## src/rtl/dvfs_pkg.sv

```systemverilog
// dvfs_pkg: divider state encoding and default selector width shared with the DVFS controller
package dvfs_pkg;
  localparam int DVFS_DIV_W = 4;
  typedef enum logic [1:0] {IDLE, RUN, STOPPING} dvfs_state_t;
endpackage

```

## src/rtl/dvfs_clock_divider.sv

```systemverilog
// dvfs_clock_divider: glitch-free runtime-programmable clock divider, ratio changes land on a falling edge
module dvfs_clock_divider
  import dvfs_pkg::*;
#(
  parameter int DIV_W     = DVFS_DIV_W,
  parameter int RESET_DIV = 1
) (
  input  logic             clk_in,
  input  logic             reset_n,
  input  logic             enable,
  input  logic             req_valid,
  input  logic [DIV_W-1:0] req_div,
  output logic             req_ready,
  output logic             clk_out,
  output logic             rise_tick,
  output logic             fall_tick,
  output logic [DIV_W-1:0] cur_div,
  output logic             busy
);
  dvfs_state_t      state, state_n;
  logic [DIV_W-1:0] count, count_n, cur_div_n, pending_div, pending_div_n;
  logic             run_cnt, hit, toggle, fall, apply, accept, clk_out_n, busy_n;
  always_comb begin
    run_cnt       = state == RUN || (state == STOPPING && (enable || clk_out));
    hit           = count == cur_div;
    toggle        = run_cnt && hit;
    fall          = toggle && clk_out;
    apply         = busy && (state == IDLE || fall);
    accept        = req_valid && !busy;
    count_n       = (run_cnt && !hit) ? count + 1'b1 : '0;
    clk_out_n     = clk_out ^ toggle;
    cur_div_n     = apply ? pending_div : cur_div;
    pending_div_n = accept ? req_div : pending_div;
    busy_n        = accept || (busy && !apply);
    // a low phase while stopping parks immediately; a high phase runs to its falling edge first
    state_n       = enable ? RUN :
                    (state == IDLE || (state == STOPPING && (!clk_out || fall))) ? IDLE : STOPPING;
  end
  always_ff @(posedge clk_in or negedge reset_n) begin
    if (!reset_n) begin
      state       <= IDLE;
      count       <= '0;
      clk_out     <= 1'b0;
      rise_tick   <= 1'b0;
      fall_tick   <= 1'b0;
      cur_div     <= DIV_W'(RESET_DIV);
      pending_div <= '0;
      busy        <= 1'b0;
    end else begin
      state       <= state_n;
      count       <= count_n;
      clk_out     <= clk_out_n;
      rise_tick   <= toggle && !clk_out;
      fall_tick   <= fall;
      cur_div     <= cur_div_n;
      pending_div <= pending_div_n;
      busy        <= busy_n;
    end
  end
  assign req_ready = !busy;
endmodule

```

## config.mk

```make
export PLATFORM = sky130hd
export DESIGN_NAME = dvfs_clock_divider
export DESIGN_NICKNAME = d
export VERILOG_FILES = /design/src/rtl/dvfs_pkg.sv /design/src/rtl/dvfs_clock_divider.sv
export SDC_FILE = /design/constraint.sdc
export NUM_CORES = 1
export LEC_CHECK = 0
export CORE_MARGIN = 5
export CORE_UTILIZATION = 51
export CTS_BUF_LIST = sky130_fd_sc_hd__clkbuf_16
export DETAILED_ROUTE_END_ITERATION = 10
export HOLD_SLACK_MARGIN = 0.02
export PLACE_DENSITY = 0.81
export SYNTH_ARGS = -nofsm -noshare
export SYNTH_HDL_FRONTEND = slang
export SYNTH_SLANG_ARGS = --single-unit
```

## constraint.sdc

```tcl
create_clock -name clk_in -period 6.1 [get_ports clk_in]
set_clock_uncertainty 0.15 [all_clocks]
set_input_delay 0.61 -clock clk_in [delete_from_list [all_inputs] [get_ports clk_in]]
set_output_delay 0.61 -clock clk_in [all_outputs]
set_load 0.02 [all_outputs]
```

==> reports/summary.txt <==
status: completed
fin. max-slew vios: 0
final setup TNS: 0 ns
Final period util: 45.1%
Place WS: 3.10 ns
area share of the largest cell type after synthesis: 55.4%
Clock Path Buffers: 2
io pins: 17
data arrival time of the worst path: 2.73 ns
combinational group share of total power: 35.6%
first-pass GRT wire length: 2220 um
Reg power frac: 39.3%
Power per Cell Area: 501 mW/mm^2
Post-Syn Nets: 67
pin count of the biggest net entering global routing: 19
die height: 48.8 um
CP Launch Type: input pin
Hold Fails Final Rpt: 0
synth warn: 0
post-CTS resize count: 0
global-route usage over all layers: 12.5%
total wire length: 1250 um
CTS tree: built
Synth Cell Area: 768 um^2
post-synthesis async set-or-reset flop share: 100%
H-tree levels: 1
net switching power: 166 uW
Reg2Reg Depth: 6
total power: 515 uW
area after detailed placement: 948 um^2
RSZ-0062 raised after global routing: no
Synth cell types: 19
Tmin final: 2.75 ns
fin util: 69.8%
CTS Hold Buffers Added: 0
Hold Path Depth: 1
Peak Freq: 364 MHz
fin area: 0.00103 mm^2
core area: 0.00147 mm^2
drc violations: 0
top cells by count, synth: dfrtp_1, mux2_2, xor2_1, ha_1
Leakage: 0.459 nW
Pint: 349 uW
GRT overflow: 0
wire length per cell: 13.7 um
Routed Antenna Nets: 0
cell count after synthesis: 55
n_diodes: 0
Final nets: 88
switch share: 32.2%
Final setup viols: 0
Reg clk slew, reported paths: 0.05 ns
clk sink count: 18
clk_lat worst skew: 0.25 ns
fin worst setup slack: 3.35 ns
post-CTS setup buffer count: 0
initial DRC count: 7
area leader, netlist: dfrtp_1
RePlAce Congestion: 0.799
Max VDD drop: 299 uV
sequential share of the synthesized area: 58.8%
die width: 48.8 um
vias in the first global route: 503
flop and latch count out of synthesis: 18
most frequent cell after synthesis: dfrtp_1
Post-synth EDFFs: 0
total CTS buffers: 3
port bufs: 16
area grow syn2layout: 33.7%
initial antenna violation count: 0
ys flop type: dfrtp_1
TritonRoute pass-1 iters: 4
endpoint class of the critical path: flop
Max-Cap Viols: 0
Slew @ Worst Pin: 0.762 ns
critical path type: in2reg
share of cells above drive strength 1: 18.7%
via count: 468
worst hold path class: reg2reg
Synth area leaders: dfrtp_1, mux2_2, ha_1
Avg Vias per Cell: 5.14
clock network fraction of total power: 25.1%
CP Data Required Time: 6.08 ns
Syn Area/Cell: 14.0 um^2
worst rel slew slack: 49.0%
row count: 14
Clock Tree Root: clkbuf_16
maximum fanout along the worst path: 6
total die area: 0.00238 mm^2
initial core utilization: 52.2%
-- per-stage QoR --
stage,hold slack (ns),instances
global route,0.374,91
global placement,0.338,87
detailed placement,0.346,87
CTS,0.357,91
finish,0.355,91
floorplan,0.164,55
-- sequential cells by signal, indices dropped and copies added, names as in the netlist --
signal,flops
pending_div,4
count,4
rise_tick,1
state,2
clk_out,1
cur_div,4
busy,1
fall_tick,1
-- power groups by stage --
stage | combinational, mW | clock, mW | sequential [mW]
after floorplan | 0.0931 | 0 | 0.223
after global placement | 0.182 | 0 | 0.204
after detailed placement | 0.185 | 0 | 0.205
after CTS | 0.186 | 0.133 | 0.203
after global routing | 0.199 | 0.140 | 0.211
final | 0.183 | 0.129 | 0.203
-- cells in the final DEF, fill, tap and decap left out --
cell             instances
a21oi_1                  1
clkbuf_16                3
clkdlybuf4s50_1         16
clkinv_1                 1
dfrtp_1                 17
dfstp_2                  1
ha_1                     4
inv_1                    3
mux2_2                   8
mux2i_1                  1
nand2b_1                 1
nand3_1                  1
nor2_1                   2
nor2b_1                  2
nor3_1                   3
nor3b_1                  1
nor4_4                   1
o21a_1                   1
o21ai_1                  1
o21ba_2                  1
xnor2_1                  1
xor2_1                   5
-- metal layers --
layer  global-route usage (%)  share of wire (%)  up-vias
met4                     9.87                3.4        0
met5                        0                  0        -
met3                     3.06                2.9        5
met2                     17.0                 47        9
met1                     16.7                 47      228
li1                         -                  -      226
-- final timing paths --
check                                                 from                      to  slack, ns
worst min-delay path            pending_div[3]$_DFFE_PN0P_  cur_div[3]$_DFFE_PN0P_       0.35
max in group asynchronous                          reset_n      state[0]$_DFF_PN0_       4.66
worst min register to register  pending_div[3]$_DFFE_PN0P_  cur_div[3]$_DFFE_PN0P_       0.35
worst max register to register           clk_out$_DFF_PN0_  cur_div[2]$_DFFE_PN0P_       3.74
worst max-delay path                                enable  cur_div[2]$_DFFE_PN0P_       3.35
min in group asynchronous                          reset_n       clk_out$_DFF_PN0_       0.66
-- critical path, cell delays in order --
cell and delay (ns):
clkdlybuf4s50_1 0.44, o21ba_2 0.22, mux2i_1 0.36, nor2b_1 0.13, ha_1 0.22, o21ai_1 0.35, mux2_2 0.39
-- cell families after synthesis --
group                      after synthesis  synth area share [%]
adders and majority gates                4                  6.51
DFF                                     18                  58.8
AOI/OAI and AO/OA                        4                  3.58
buffers and inverters                    3                  1.47
xor gates and xnor gates                 6                  6.84
and+or+nand+nor                         11                  9.77
muxes                                    9                  13.0
-- final cells by class --
cell class	instances	area, um^2
fillers	112	444
well taps	16	20.0
clock inverters	1	3.75
flip-flops and latches	18	452
clock buffers	3	75.1
inverters	3	11.3
multi-input cells	34	305
repair buffers	16	160
(Power assumes the default switching activity.)
